[config.mk]
export PLATFORM = sky130hd
export DESIGN_NAME = mem_access
export DESIGN_NICKNAME = d
export VERILOG_FILES = /design/src/rtl/mem_access_pkg.sv /design/src/rtl/mem_lsu_align.sv /design/src/rtl/mem_access.sv
export SDC_FILE = /design/constraint.sdc
export NUM_CORES = 1
export LEC_CHECK = 0
export ABC_CLOCK_PERIOD_IN_PS = 2100
export CAP_MARGIN = 20
export CORE_ASPECT_RATIO = 1.2
export CORE_MARGIN = 3
export CORE_UTILIZATION = 44
export CTS_CLUSTER_DIAMETER = 60
export DETAILED_ROUTE_END_ITERATION = 8
export GPL_TIMING_DRIVEN = 0
export HOLD_SLACK_MARGIN = 0.08
export PLACE_DENSITY = 0.89
export SLEW_MARGIN = 10
export SYNTH_ARGS = -nofsm -noshare
export SYNTH_HDL_FRONTEND = slang
export SYNTH_SLANG_ARGS = --single-unit
export TNS_END_PERCENT = 20
[constraint.sdc]
create_clock -name clk -period 2.1 [get_ports clk]
set_input_delay 0.42 -clock clk [delete_from_list [all_inputs] [get_ports clk]]
set_output_delay 0.42 -clock clk [all_outputs]
set_load 0.02 [all_outputs]
[src/rtl/mem_access_pkg.sv]
// Shared configuration for the memory-access stage: widths, funct3 codes and FSM states.
// The optional misaligned-access trap is compiled in when MEM_MISALIGN_EXC_EN is defined.
package mem_access_pkg;

    localparam int unsigned XLEN_DEF       = 32;
    localparam int unsigned XREG_ADDRWIDTH = 5;

    localparam logic [2:0] F3_B  = 3'b000;
    localparam logic [2:0] F3_H  = 3'b001;
    localparam logic [2:0] F3_W  = 3'b010;
    localparam logic [2:0] F3_BU = 3'b100;
    localparam logic [2:0] F3_HU = 3'b101;

    typedef enum logic [1:0] {
        IDLE = 2'd0,
        REQ  = 2'd1,
        RESP = 2'd2
    } state_t;

    // Unsigned variants only exist for loads.
    function automatic logic f3_legal(input logic is_load, input logic [2:0] f3);
        logic ok;
        ok = 1'b0;
        case (f3)
            F3_B, F3_H, F3_W: ok = 1'b1;
            F3_BU, F3_HU:     ok = is_load;
            default:          ok = 1'b0;
        endcase
        return ok;
    endfunction

    function automatic logic misaligned(input logic [2:0] f3, input logic [1:0] lo);
        logic bad;
        bad = 1'b0;
        case (f3)
            F3_H, F3_HU: bad = lo[0];
            F3_W:        bad = |lo;
            default:     bad = 1'b0;
        endcase
        return bad;
    endfunction

endpackage

[src/rtl/mem_lsu_align.sv]
// Combinational lane logic: store data replication / byte enables and load lane
// extraction with sign or zero extension. Low address bits are force-aligned by size.
module mem_lsu_align
    import mem_access_pkg::*;
#(
    parameter int unsigned XLEN = XLEN_DEF
) (
    input  logic [2:0]      st_funct3,
    input  logic [1:0]      st_addr_lo,
    input  logic [XLEN-1:0] st_data,
    output logic [XLEN-1:0] st_wdata,
    output logic [3:0]      st_be,
    input  logic [2:0]      ld_funct3,
    input  logic [1:0]      ld_addr_lo,
    input  logic [XLEN-1:0] ld_word,
    output logic [XLEN-1:0] ld_data
);

    logic [7:0]  ld_byte;
    logic [15:0] ld_half;

    always_comb begin
        st_wdata = st_data;
        st_be    = 4'b1111;
        case (st_funct3)
            F3_B: begin
                st_wdata = {4{st_data[7:0]}};
                st_be    = 4'b0001 << st_addr_lo;
            end
            F3_H: begin
                st_wdata = {2{st_data[15:0]}};
                st_be    = st_addr_lo[1] ? 4'b1100 : 4'b0011;
            end
            default: ;
        endcase
    end

    always_comb begin
        ld_byte = ld_word[{ld_addr_lo, 3'b000} +: 8];
        ld_half = ld_addr_lo[1] ? ld_word[31:16] : ld_word[15:0];
        case (ld_funct3)
            F3_B:    ld_data = {{24{ld_byte[7]}}, ld_byte};
            F3_BU:   ld_data = {24'b0, ld_byte};
            F3_H:    ld_data = {{16{ld_half[15]}}, ld_half};
            F3_HU:   ld_data = {16'b0, ld_half};
            default: ld_data = ld_word;
        endcase
    end

endmodule

[src/rtl/mem_access.sv]
// Memory-access pipeline stage: req/ack data-bus master with timeout, load formatting
// and pass-through of non-memory results. MEM_MISALIGN_EXC_EN adds the misalign_exc trap.
module mem_access
    import mem_access_pkg::*;
#(
    parameter int unsigned XLEN    = XLEN_DEF,
    parameter int unsigned TIMEOUT = 16
) (
    input  logic                      clk,
    input  logic                      rst,
    input  logic                      valid_in,
    input  logic                      mem_rd_in,
    input  logic                      mem_wr_in,
    input  logic [2:0]                funct3_in,
    input  logic [XLEN-1:0]           addr_in,
    input  logic [XLEN-1:0]           wdata_in,
    input  logic [XLEN-1:0]           rd_in,
    input  logic                      rd_en_in,
    input  logic [XREG_ADDRWIDTH-1:0] rd_addr_in,
    output logic                      dbus_req,
    output logic                      dbus_we,
    output logic [XLEN-1:0]           dbus_addr,
    output logic [XLEN-1:0]           dbus_wdata,
    output logic [3:0]                dbus_be,
    input  logic                      dbus_ack,
    input  logic [XLEN-1:0]           dbus_rdata,
    output logic [XLEN-1:0]           rd_out,
    output logic                      rd_en_out,
    output logic [XREG_ADDRWIDTH-1:0] rd_addr_out,
    output logic                      stall_req,
    output logic                      bus_err
`ifdef MEM_MISALIGN_EXC_EN
    ,
    output logic                      misalign_exc
`endif
);

    localparam logic [7:0] TMO_LAST = 8'(TIMEOUT - 1);

    state_t                      state_q, state_d;
    logic [7:0]                  cnt_q;
    logic                        is_load_q;
    logic [2:0]                  f3_q;
    logic [1:0]                  lo_q;
    logic [XREG_ADDRWIDTH-1:0]   rd_addr_q;
    logic                        err_q;
    logic [XLEN-1:0]             result_q;

    logic                        mem_op, legal, misal, accept;
    logic [XLEN-1:0]             st_wdata, ld_data;
    logic [3:0]                  st_be;

    mem_lsu_align #(.XLEN(XLEN)) u_align (
        .st_funct3  (funct3_in),
        .st_addr_lo (addr_in[1:0]),
        .st_data    (wdata_in),
        .st_wdata   (st_wdata),
        .st_be      (st_be),
        .ld_funct3  (f3_q),
        .ld_addr_lo (lo_q),
        .ld_word    (dbus_rdata),
        .ld_data    (ld_data)
    );

    assign mem_op = valid_in && (mem_rd_in || mem_wr_in);
    assign legal  = f3_legal(mem_rd_in, funct3_in);
`ifdef MEM_MISALIGN_EXC_EN
    assign misal  = misaligned(funct3_in, addr_in[1:0]);
`else
    assign misal  = 1'b0;
`endif
    assign accept = (state_q == IDLE) && mem_op && legal && !misal;

    always_comb begin
        state_d     = state_q;
        rd_out      = rd_in;
        rd_en_out   = rd_en_in;
        rd_addr_out = rd_addr_in;
        stall_req   = 1'b0;
        bus_err     = 1'b0;
`ifdef MEM_MISALIGN_EXC_EN
        misalign_exc = 1'b0;
`endif
        case (state_q)
            IDLE: begin
                if (mem_op) begin
                    rd_en_out = 1'b0;
                    if (accept) begin
                        stall_req = 1'b1;
                        state_d   = REQ;
                    end
`ifdef MEM_MISALIGN_EXC_EN
                    else if (legal) begin
                        misalign_exc = 1'b1;
                    end
`endif
                end
            end
            REQ: begin
                stall_req = 1'b1;
                rd_en_out = 1'b0;
                if (dbus_ack || cnt_q == TMO_LAST) begin
                    state_d = RESP;
                end
            end
            RESP: begin
                rd_out      = result_q;
                rd_en_out   = is_load_q && !err_q;
                rd_addr_out = rd_addr_q;
                bus_err     = err_q;
                state_d     = IDLE;
            end
            default: state_d = IDLE;
        endcase
        // The pass-through paths are combinational, so reset must mask them too.
        if (!rst) begin
            rd_out      = '0;
            rd_en_out   = 1'b0;
            rd_addr_out = '0;
            stall_req   = 1'b0;
            bus_err     = 1'b0;
`ifdef MEM_MISALIGN_EXC_EN
            misalign_exc = 1'b0;
`endif
        end
    end

    always_ff @(posedge clk or negedge rst) begin
        if (!rst) begin
            state_q    <= IDLE;
            cnt_q      <= '0;
            is_load_q  <= 1'b0;
            f3_q       <= '0;
            lo_q       <= '0;
            rd_addr_q  <= '0;
            err_q      <= 1'b0;
            result_q   <= '0;
            dbus_req   <= 1'b0;
            dbus_we    <= 1'b0;
            dbus_addr  <= '0;
            dbus_wdata <= '0;
            dbus_be    <= '0;
        end else begin
            state_q <= state_d;
            case (state_q)
                IDLE: begin
                    cnt_q <= '0;
                    err_q <= 1'b0;
                    if (accept) begin
                        is_load_q  <= mem_rd_in;
                        f3_q       <= funct3_in;
                        lo_q       <= addr_in[1:0];
                        rd_addr_q  <= rd_addr_in;
                        dbus_req   <= 1'b1;
                        dbus_we    <= mem_wr_in;
                        dbus_addr  <= {addr_in[XLEN-1:2], 2'b00};
                        dbus_wdata <= mem_wr_in ? st_wdata : '0;
                        dbus_be    <= mem_wr_in ? st_be : 4'b1111;
                    end
                end
                REQ: begin
                    cnt_q <= cnt_q + 8'd1;
                    if (dbus_ack) begin
                        dbus_req <= 1'b0;
                        if (is_load_q) begin
                            result_q <= ld_data;
                        end
                    end else if (cnt_q == TMO_LAST) begin
                        dbus_req <= 1'b0;
                        err_q    <= 1'b1;
                    end
                end
                default: ;
            endcase
        end
    end

endmodule

After elaboration in Yosys (flattened, before gate mapping):

Cells that the tools add are included.
Widths: inputs -> output; s select.

* register bits after elaboration: 122
* bits in latches: 0
* RAM bits: 0
* memory bits (read-only): 0
* output and inout port bits: 110
* logic and storage cells: 83
* memories kept: 0

* add/subtract/negate cells: 1
* multiply operators: 0
* divide/modulo/power cells: 0
* order comparisons: 0
* equal/unequal tests: 16
* shift-type cells: 2
* muxes and demuxes: 33
* bitwise operators: 0
* reductions and logical operators: 18

Operator list (count)
* $pmux 32 s4: 1
* $mux 32: 3
* $pmux 32 s2: 1
* $shiftx 32x6->8: 1
* $mux 16: 1
* $pmux 8 s2: 1
* $eq 3x3->1 const B: 4
* $mux 1: 12
* $reduce_and 3->1: 4
* $mux 5: 2
* $ne 2x2->1 const B: 5
* $add 8x1->8 const B: 1
* $eq 8x4->1 const B: 1
* $mux 4: 2
* $pmux 1 s2: 4
* $pmux 4 s2: 1
* $eq 3x1->1 const B: 2
* $logic_not 3->1: 2
* $mux 2: 3
* $logic_and 1x1->1: 4
* $pmux 2 s2: 1
* $shl 1x2->4 const A: 1
* $eq 3x2->1 const B: 1
* $ne 3x3->1 const B: 1
* 10 further kinds: 11

Depth between registers and ports, before layout:

Gate-level depths: netlist of run 1.

* depth after elaboration: 8
* mapped depth: 7
* mapped depth without buffers: 5

By module:

Synthesis of run 1 repeated with hierarchy kept, for this count alone.

* cell total of the unflattened synthesis: 688
* area total of the unflattened synthesis: 7059.3 um^2

By module, submodules not included
* mem_access: instances 1, cells an instance 503, area each 5825.6 um^2
* mem_lsu_align: instances 1, cells an instance 185, area each 1233.7 um^2

Least setup slack after synthesis of run 1:

Ideal clock, no wire load.

* kind: input port to output port
* start point: input funct3_in[0]
* end point: output stall_req
* arrival time: 1.826 ns
* path slack: -0.146 ns
* stages: 6
* buffers on the path: 3
* path through: clkbuf_1 -> a2bb2oi_1 -> o211ai_2 -> buf_2 -> clkbuf_1 -> a21boi_0

* word-level cells in the longest chain between the ends: 8
* elaborated cells between the ends (all ways): 13

RTL lines
* start: declaration: line mem_access.sv:14 `input logic [2:0] funct3_in,`
* $eq 3x2->1 (tied with other cells): line mem_access_pkg.sv:24 `case (f3)`
* $reduce_or 3->1 or $reduce_or 2->1 (tied branches): line mem_access_pkg.sv:24
* $pmux 1 s2 *: line mem_access_pkg.sv:24
* $logic_and 1x1->1 *: line mem_access.sv:72 `assign accept = (state_q == IDLE) && mem_op && legal && !misal;`
* $mux 1 *: line mem_access.sv:88 `if (accept) begin`
* $mux 1 *: line mem_access.sv:86 `if (mem_op) begin`
* $pmux 1 s2 *: line mem_access.sv:84 `case (state_q)`
* $mux 1 *: line mem_access.sv:116 `if (!rst) begin`
* end: declaration: line mem_access.sv:30 `output logic stall_req,`

Every way passes the cells marked *; elsewhere a longest branch is shown, timed or not.

Worst setup path in the final report of run 1:

* start point: input funct3_in[1]
* end point: output stall_req

Same word-level chain as after synthesis.

==> results.yml, run 1 <==
run_status:
  status: "finished with violations"
  violations: "hold timing, setup timing"
power:
  swShare_pct: 33.2
  power_uw: 10300
  p_seq_share_pct: 34.2
  netSwitchingPower_uw: 3420
  p_int_uw: 6890
  p_comb_share_pct: 34.5
  ir_drop_v: 0.000706
  power_frac_clock_pct: 31.3
  power_leakage_uw: 0.00437
  power.density_nw_per_um2: 1030
yosys:
  synth_top_family_by_area: "simple AND/OR/NAND/NOR gates"
  synth.area.top_cells: "dfrtp_1, mux2_2, nand2_1"
  synth_top_flop_cell: "dfrtp_1"
  avgSynthCellArea_um2: 9.40
  yosys.area_share.adder_pct: 0.195
  ys_async_sr_fraction_pct: 100
  synth-seq-cells: 122
  synth_compound_area_share_pct: 17.5
  netlist.top_cell.by_area: "dfrtp_1"
  synth_xor_area_share_pct: 0
  ys.warnings.count: 0
  ys_top_cells_by_count: "nand2_1, dfrtp_1, mux2_2"
  synth_top_area_share_pct: 47.6
  yosysMostFrequentCell: "nand2_1"
  synth_area_um2: 6420
  muxShareOfSynthArea_pct: 11.9
  synthDistinctLibCells: 53
  synth_seq_area_share_pct: 47.6
  synth_edf_count: 0
  synthCells: 683
  synth_simple_gate_area_share_pct: 18.3
detailed_routing:
  viasPerCell: 5.43
  postRouteWirelength_um: 21400
  antenna_left: 0
  vias: 6265
  drc_errors: 0
  firstDrtPassIters: 4
  wire_per_inst_um: 18.5
  drtIter0Drc: 314
cts:
  numClockSinks: 122
  cts.clk_slew.worst_paths_ns: 0.06
  cts_tree: "yes"
  cts_max_path_buffers: 2
  h-tree-depth: 4
  clkLatencyLatePin_ns: 0.42
  cts_made_buffers: 17
  cts_root_buf: "clkbuf_16"
setup_path:
  cp.arrival_ns: 1.85
  endpoint_kind: "output port"
  crit_fanout: 5
  cp.required_ns: 1.68
  critPathKind: "input port to output port"
  start_kind: "input port"
sta:
  skew_ns: 0.00989
  slew_headroom_pct: 56.7
  finalCritPeriodShare_pct: 108
  slew_violations: 0
  hold_ws_ns: -0.0594
  finalWorstSetupSlack_ns: -0.171
  setup_tns_ns: -3.10
  period_needed_ns: 2.27
  rsz0062_at_grt: "yes"
  final_hold_viol_count: 59
  setup_violations: 36
  worst_pin_slew_ns: 0.643
  max_freq_mhz: 440
cells_and_area:
  stdcell_count: 1154
  syn_to_final_growth_pct: 55.9
  diodes: 0
  fin_util_pct: 71.2
  drive_gt1_share_pct: 21.0
  nets: 1114
floorplanning:
  die_x_um: 116
  start_util_pct: 45.7
  die_h_um: 138
  die_area_um2: 16100
  io_pins: 253
  num_rows: 47
  floorplan.core_area_um2: 14100
placed_design:
  dp_cells: 1105
  dp_hpwl_um: 15700
  gp_congestion: 0.883
  io_buffers: 249
global_routing:
  antenna_found_initial: 0
  grt_pass1_wl_um: 33500
  grt.overflow.total: 0
  grt_pass1_vias: 6589
  grt_max_degree: 65
  grtUsageTotal_pct: 26.4
flow_run:
  maxCapViolCount: 0
worst_hold_path:
  hold_path_class: "input port to async pin"
## routing by layer
layer	share of wire [%]	wire length (um)	up-vias	track usage (%)
met4	3.0	647	0	9.35
met1	37	7840	2991	29.3
met5	0	0	-	0
li1	-	-	2944	-
met2	53	11300	286	46.9
met3	7.6	1630	44	7.87
## critical path: stages
cell and delay [ns]:
clkdlybuf4s50_1 0.53, a2bb2oi_1 0.22, o211ai_2 0.14, buf_6 0.15
clkbuf_16 0.13, a21boi_4 0.12, buf_6 0.14
## logic make-up after synthesis
| kind of cell | Yosys count |
|---|---|
| AO/OA/AOI/OAI | 165 |
| adder cells (fa/ha/maj) | 1 |
| buffers and inverters | 65 |
| flip-flops | 122 |
| multiplexers | 69 |
| other | 1 |
| AND/OR/NAND/NOR | 260 |
## power by group through the flow
stage	Sequential [uW]	Combinational [uW]	Clock (uW)
5_1_grt	3610	3820	3380
3_5_place_dp	3550	3460	0
6_report	3530	3560	3220
2_1_floorplan	3900	1450	0
4_1_cts	3520	3540	3260
3_3_place_gp	3500	3380	0
## stage by stage
stage / area (um2) / worst slack (ns)
6_report: 10000 / -0.171
5_1_grt: 10000 / -0.258
3_5_place_dp: 9160 / -1.26
2_1_floorplan: 6420 / -0.0173
3_3_place_gp: 9130 / -4.87
4_1_cts: 9890 / -0.210
## layout by cell type (no fill, tap or decap), types with 6 or more instances in the layout
master           netlist  layout
o21ai_0               44      43
a21oi_2               10      10
nor2_1                36      36
clkbuf_1              28      23
inv_6                  0       7
nand3b_1              12      12
buf_6                  2      17
mux2_2                59      59
o211ai_1               7       7
a31oi_1                9       9
mux2i_1               10      10
inv_1                 10      10
buf_2                 19      23
nand3_1                9       9
a21boi_0              38      13
o31ai_1                7       7
a21boi_1               0      21
a221o_1                6       6
dfrtp_1              122     121
a21oi_1               24      24
clkdlybuf4s50_1        0     205
clkbuf_16              0      19
buf_4                  2      40
nand2_1              169     168
## state kept, by name (all words and copies together) (netlist names)
register	cells
err_q	1
dbus_we	1
cnt_q	8
dbus_req	1
dbus_wdata	32
state_q	2
dbus_be	4
is_load_q	1
dbus_addr	30
result_q	32
f3_q	3
rd_addr_q	5
lo_q	2
## what timing repair did
item                       in CTS  in global routing
gates cloned                    3                  1
gates resized for setup       282                 25
pin swaps                       3                  4
setup buffers                   9                  4
hold endpoints to repair       59                 59
setup endpoints to repair      42                 50
## final timing paths
| path | from | depth (start not counted) | end | slack (ns) |
|---|---|---|---|---|
| max in group asynchronous | rst | 2 | state_q[0] | 1.46 |
| worst max register to register | lo_q[1] | 5 | result_q[28] | 0.06 |
| worst max-delay path | funct3_in[1] | 7 | stall_req | -0.17 |
| worst min register to register | dbus_wdata[15] | 2 | dbus_wdata[15] | 0.48 |
| min in group clk | dbus_wdata[15] | 2 | dbus_wdata[15] | 0.48 |
| worst min-delay path | rst | 1 | result_q[24] | -0.06 |
## cell type report
class / instances / area [um2]
plain buffers: 55 / 350
clock buffers: 18 / 439
clock inverters: 14 / 205
fillers: 1043 / 4050
inverters: 10 / 37.5
multi-input cells: 497 / 3140
flip-flops and latches: 122 / 3050
well taps: 171 / 214
repair buffers: 267 / 2570
No activity file was read; power rests on OpenSTA's default activity.
==> run 2, diff against run 1 <==
--- a/config.mk
+++ b/config.mk
@@ -7,7 +7,7 @@
 export LEC_CHECK = 0
 export ABC_CLOCK_PERIOD_IN_PS = 2100
 export CAP_MARGIN = 20
-export CORE_ASPECT_RATIO = 1.2
+export CORE_ASPECT_RATIO = 1.4
 export CORE_MARGIN = 3
 export CORE_UTILIZATION = 44
 export CTS_CLUSTER_DIAMETER = 60
==> run 2 against run 1 <==
The run still ends with hold timing, setup timing left. Worst hold slack improved by 0.0080 ns. Clock skew increased by 0.0038 ns. Routed wire length decreased by 0.52%. Sequential share of layout area is 0.12 points higher. Register-to-register slack gained 0.03 ns. Critical path depth shrank 1. Flip-flop and latch count stayed put. Clock power fell by 5%. Sequential power hardly changed. Critical path type is now register to output port. Highest routed layer unchanged.
==> results.yml, run 2 (synthesized netlist as in run 1, its figures left out) <==
setup_path:
  cp_cell_sequence: "nor3b_4 > o211ai_2 > buf_6 > clkbuf_16 > a21boi_2 > buf_6"
  endpoint_kind: "output port"
  cp_top_family: "flip-flops"
  crit_fanout: 10
  crit_top_cell: "buf_6"
  critPathBufInv: 3
  reg2regPathDepth: 5
  start_kind: "register"
  cp.arrival_ns: 1.84
  reg2reg_setup_slack_ns: 0.09
  critPathKind: "register to output port"
  max_stage_delay_ns: 0.45
  rr_startpoint: "lo_q[1]"
  cp.required_ns: 1.68
  crit_slowest_cell: "dfrtp_2"
  r2r_end: "result_q[23]"
floorplanning:
  num_rows: 51
  die_area_um2: 16100
  die_x_um: 108
  io_pins: 253
  start_util_pct: 45.5
  die_h_um: 149
  floorplan.core_area_um2: 14100
global_routing:
  grt_pass1_wl_um: 33000
  grt_pass1_vias: 6397
  grtUsageTotal_pct: 26.3
  grt_max_degree: 70
  antenna_found_initial: 0
  grt.overflow.total: 0
detailed_routing:
  vias: 6293
  antenna_left: 0
  drtIter0Drc: 311
  wire_per_inst_um: 18.3
  viasPerCell: 5.42
  firstDrtPassIters: 7
  drc_errors: 0
  postRouteWirelength_um: 21300
placed_design:
  io_buffers: 249
  dp_hpwl_um: 15500
  dp_cells: 1119
  dp_slack_ns: -1.28
  gp_congestion: 0.934
power:
  power.density_nw_per_um2: 1020
  swShare_pct: 33.6
  ir_drop_v: 0.000962
  p_comb_share_pct: 35.2
  power_leakage_uw: 0.00433
  power_uw: 10100
  p_int_uw: 6740
  p_seq_share_pct: 34.7
  power_frac_clock_pct: 30.2
  netSwitchingPower_uw: 3400
cts:
  cts_root_buf: "clkbuf_16"
  cts_max_path_buffers: 2
  numClockSinks: 122
  h-tree-depth: 4
  cts_made_buffers: 17
  cts_tree: "yes"
  cts.clk_slew.worst_paths_ns: 0.06
  clkLatencyLatePin_ns: 0.41
sta:
  setup_tns_ns: -3.34
  skew_ns: 0.0137
  setup_violations: 40
  rsz0062_at_grt: "yes"
  max_freq_mhz: 443
  final_hold_viol_count: 12
  finalCritPeriodShare_pct: 107
  finalWorstSetupSlack_ns: -0.155
  slew_violations: 0
  period_needed_ns: 2.26
  worst_pin_slew_ns: 0.585
  slew_headroom_pct: 60.6
  hold_ws_ns: -0.0514
cells_and_area:
  reg.largest.list: "dbus_wdata: 32 flops, result_q: 32 flops, dbus_addr: 30 flops"
  final_common_cell: "clkdlybuf4s50_1"
  drive_gt1_share_pct: 20.4
  syn_to_final_growth_pct: 55.3
  diodes: 0
  n_fill_cell: 1058
  stdcell_count: 1161
  nets: 1107
  mostFrequentLayoutCells: "clkdlybuf4s50_1, nand2_1, dfrtp_1"
worst_hold_path:
  hold_path_class: "input port to async pin"
flow_run:
  maxCapViolCount: 0
run_status:
  status: "finished with violations"
  violations: "hold timing, setup timing"
[run 2: area by class of cell]
type | instances | area [um2] | area share, %
tap | 185 | 231 | 2.32
multi-input combinational | 497 | 3130 | 31.4
buffer | 55 | 377 | 3.78
clock inverter | 14 | 185 | 1.86
clock buffer | 18 | 429 | 4.31
sequential | 122 | 3050 | 30.6
timing repair buffer | 260 | 2520 | 25.3
inverter | 10 | 37.5 | 0.377
[run 2: repair_timing]
item                                    4_1_cts  5_1_grt
resized for setup                           295       30
endpoints found under the setup margin       48       58
cloned                                        2        0
setup buffers                                 5        3
pin swaps                                     3        5
hold endpoints to repair                     53       53
[run 2: how the worst max path moves through the flow]
stage	from	endpoint	slack, ns	cells after the start
final	state_q[0]	stall_req	-0.16	6
after global routing	state_q[1]	rd_out[25]	-0.25	7
after CTS	state_q[1]	rd_out[12]	-0.17	7
after detailed placement	valid_in	stall_req	-1.28	7
after global placement	rst	rd_addr_out[2]	-4.93	4
after floorplan	state_q[1]	rd_out[15]	-0.02	6
[run 2: per-stage QoR]
step / instance area, um2 / utilization (%)
after detailed placement: 9170 / 65.1
after CTS: 9880 / 70.1
after floorplan: 6420 / -
after global placement: 9150 / 64.8
after global routing: 9970 / 70.7
final: 9970 / 70.7
[run 2: worst register-to-register path, stage by stage, from the launching register on]
cell     delay [ns]
dfrtp_1        0.41
mux2_2         0.37
and3b_1        0.20
o41ai_4        0.61
buf_6          0.25
a21oi_2        0.07
[run 2: power by group through the flow]
stage / Clock [uW] / Sequential (uW) / Combinational [uW]
CTS: 3090 / 3500 / 3540
global route: 3190 / 3600 / 3820
global placement: 0 / 3500 / 3390
finish: 3060 / 3520 / 3570
detailed placement: 0 / 3520 / 3460
floorplan: 0 / 3900 / 1450
[run 2: layer usage]
metal | share of wire, % | track usage (%) | vias up
met2 | 54 | 48.4 | 288
met3 | 7.3 | 6.19 | 38
met4 | 3.0 | 9.67 | 0
li1 | - | - | 2935
met5 | 0 | 0 | -
met1 | 36 | 29.1 | 3032
==> run 3, diff against run 2 <==
--- a/config.mk
+++ b/config.mk
@@ -5,16 +5,19 @@
 export SDC_FILE = /design/constraint.sdc
 export NUM_CORES = 1
 export LEC_CHECK = 0
+export ABC_AREA = 0
 export ABC_CLOCK_PERIOD_IN_PS = 2100
 export CAP_MARGIN = 20
+export CELL_PAD_IN_SITES_DETAIL_PLACEMENT = 0
+export CELL_PAD_IN_SITES_GLOBAL_PLACEMENT = 2
 export CORE_ASPECT_RATIO = 1.4
 export CORE_MARGIN = 3
-export CORE_UTILIZATION = 44
+export CORE_UTILIZATION = 25
 export CTS_CLUSTER_DIAMETER = 60
 export DETAILED_ROUTE_END_ITERATION = 8
 export GPL_TIMING_DRIVEN = 0
 export HOLD_SLACK_MARGIN = 0.08
-export PLACE_DENSITY = 0.89
+export PLACE_DENSITY = 0.88
 export SLEW_MARGIN = 10
 export SYNTH_ARGS = -nofsm -noshare
 export SYNTH_HDL_FRONTEND = slang
==> run 3 against run 2 <==
Fmax decreased by 3.3%. Combinational power about the same. Critical endpoint unchanged. Setup slack got worse by 0.077 ns. Die area increased by 72%. The flow still finishes with violations (hold timing, setup timing). Design area increased by 2.8%. Utilization decreased by 30 points. Sequential share of layout area decreased by 0.83 points. Power increased by 0.82%. Global-route usage decreased by 9.4 points. First-iteration DRC count decreased by 28%.
==> results.yml, run 3 (synthesized netlist as in run 1, its figures left out) <==
detailed_routing:
  firstDrtPassIters: 6
  postRouteWirelength_um: 23600
  wire_per_inst_um: 18.2
  antenna_left: 0
  viasPerCell: 4.67
  drc_errors: 0
  vias: 6036
  drtIter0Drc: 225
cts:
  cts_tree: "yes"
  numClockSinks: 122
  cts_made_buffers: 17
  clkLatencyLatePin_ns: 0.42
  cts.clk_slew.worst_paths_ns: 0.06
  cts_root_buf: "clkbuf_16"
  cts_max_path_buffers: 2
  h-tree-depth: 4
sta:
  skew_ns: 0.00499
  rsz0062_at_grt: "yes"
  slew_violations: 0
  finalWorstSetupSlack_ns: -0.232
  worst_pin_slew_ns: 0.606
  setup_violations: 40
  max_freq_mhz: 429
  finalCritPeriodShare_pct: 111
  setup_tns_ns: -5.30
  period_needed_ns: 2.33
  final_hold_viol_count: 76
  slew_headroom_pct: 59.2
  hold_ws_ns: -0.0964
placed_design:
  dp_hpwl_um: 17500
  dp_cells: 1249
  io_buffers: 249
  gp_congestion: 0.815
worst_hold_path:
  hold_path_class: "input port to async pin"
flow_run:
  maxCapViolCount: 0
setup_path:
  endpoint_kind: "output port"
  cp.arrival_ns: 1.91
  critPathKind: "register to output port"
  reg2regPathDepth: 5
  reg2reg_setup_slack_ns: 0.13
  crit_fanout: 4
  rr_startpoint: "state_q[1]"
  crit_slowest_cell: "dfrtp_2"
  cp_cell_sequence: "nor3b_4 > o211ai_4 > buf_8 > clkbuf_16 > a21boi_4 > buf_6"
  max_stage_delay_ns: 0.45
  start_kind: "register"
  cp.required_ns: 1.68
  r2r_end: "result_q[25]"
floorplanning:
  die_area_um2: 27700
  die_x_um: 141
  num_rows: 68
  die_h_um: 196
  io_pins: 253
  floorplan.core_area_um2: 24900
  start_util_pct: 25.7
global_routing:
  grt_pass1_wl_um: 36000
  grt_max_degree: 82
  grt.overflow.total: 0
  grtUsageTotal_pct: 16.9
  antenna_found_initial: 0
  grt_pass1_vias: 6273
cells_and_area:
  final_common_cell: "clkdlybuf4s50_1"
  multi_input_area_um2: 3190
  drive_gt1_share_pct: 21.7
  diodes: 0
  stdcell_count: 1293
  syn_to_final_growth_pct: 59.7
  n_fill_cell: 2495
  seq_area_um2: 3060
  nets: 1109
  reg.largest.list: "dbus_wdata: 32 flops, result_q: 32 flops, dbus_addr: 30 flops"
  mostFrequentLayoutCells: "clkdlybuf4s50_1, nand2_1, dfrtp_1"
power:
  power.density_nw_per_um2: 998
  ir_drop_v: 0.000595
  power_leakage_uw: 0.00438
run_status:
  violations: "hold timing, setup timing"
  status: "finished with violations"
==> run 3: cell types whose count changed in the layout (fill, tap and decap cells not counted), sizes merged <==
cell / change
clkbuf: +1
clkinvlp: +1
bufbuf: +1
clkdlybuf4s50: -1
buf: +1
bufinv: +1
inv: -6
clkinv: +3
dlymetal6s2s: +1
==> run 3: critical path: cells and delay by family, from the launching register on <==
kind,cells,cell delay (ns)
DFF,1,0.45
and+or+nand+nor,1,0.30
AOI/OAI and AO/OA,2,0.30
buffers and inverters,3,0.43
==> run 3: power breakdown <==
| group | switching (uW) | total (uW) | internal, uW |
|---|---|---|---|
| sequential | 404 | 3500 | 3090 |
| clock | 1110 | 3140 | 2040 |
| combinational | 1810 | 3580 | 1770 |
| total | 3330 | 10200 | 6900 |
==> run 3: layout make-up <==
class	instances	share of cell area, %
multi-input combinational	497	31.1
sequential	122	29.8
timing repair buffer	262	25.0
clock buffer	19	4.42
tap	315	3.85
buffer	55	3.74
clock inverter	13	1.70
inverter	10	0.366
==> run 3: per-layer routing <==
layer  wire [um]  track usage, %  vias to the layer above  part of all wire (%)
met5           0               0                        -                     0
met1        9110            19.1                     2893                    39
met3        1350            4.92                       29                   5.7
li1            -               -                     2931                     -
met4         566            5.19                        0                   2.4
met2       12600            30.4                      183                    53
==> run 3: per-stage QoR <==
stage	cell area [um2]	hold slack (ns)	power, uW	setup slack [ns]	utilization [%]
6_report	10200	-0.0964	10200	-0.232	41.1
5_1_grt	10200	-0.0764	10800	-0.298	41.1
4_1_cts	10100	-0.0712	10300	-0.259	40.5
3_5_place_dp	9340	0.470	7030	-1.60	37.5
3_3_place_gp	9310	0.461	6990	-5.38	37.3
2_1_floorplan	6420	0.124	5350	-0.0173	-
==> run 3: how the worst max path moves through the flow <==
stage / cells past startpoint / start / end / slack, ns
6_report: 6 / state_q[0] / stall_req / -0.23
5_1_grt: 6 / state_q[0] / stall_req / -0.30
4_1_cts: 7 / state_q[0] / rd_out[10] / -0.26
3_5_place_dp: 7 / valid_in / stall_req / -1.60
3_3_place_gp: 4 / rst / stall_req / -5.38
2_1_floorplan: 6 / state_q[1] / rd_out[15] / -0.02
==> run 3: repair_timing <==
item / CTS / global route
setup endpoints to repair: 67 / 54
setup buffers: 7 / 3
gates resized for setup: 279 / 70
hold endpoints to repair: 76 / 76
pin swaps: 3 / 3
cloned: 1 / 1
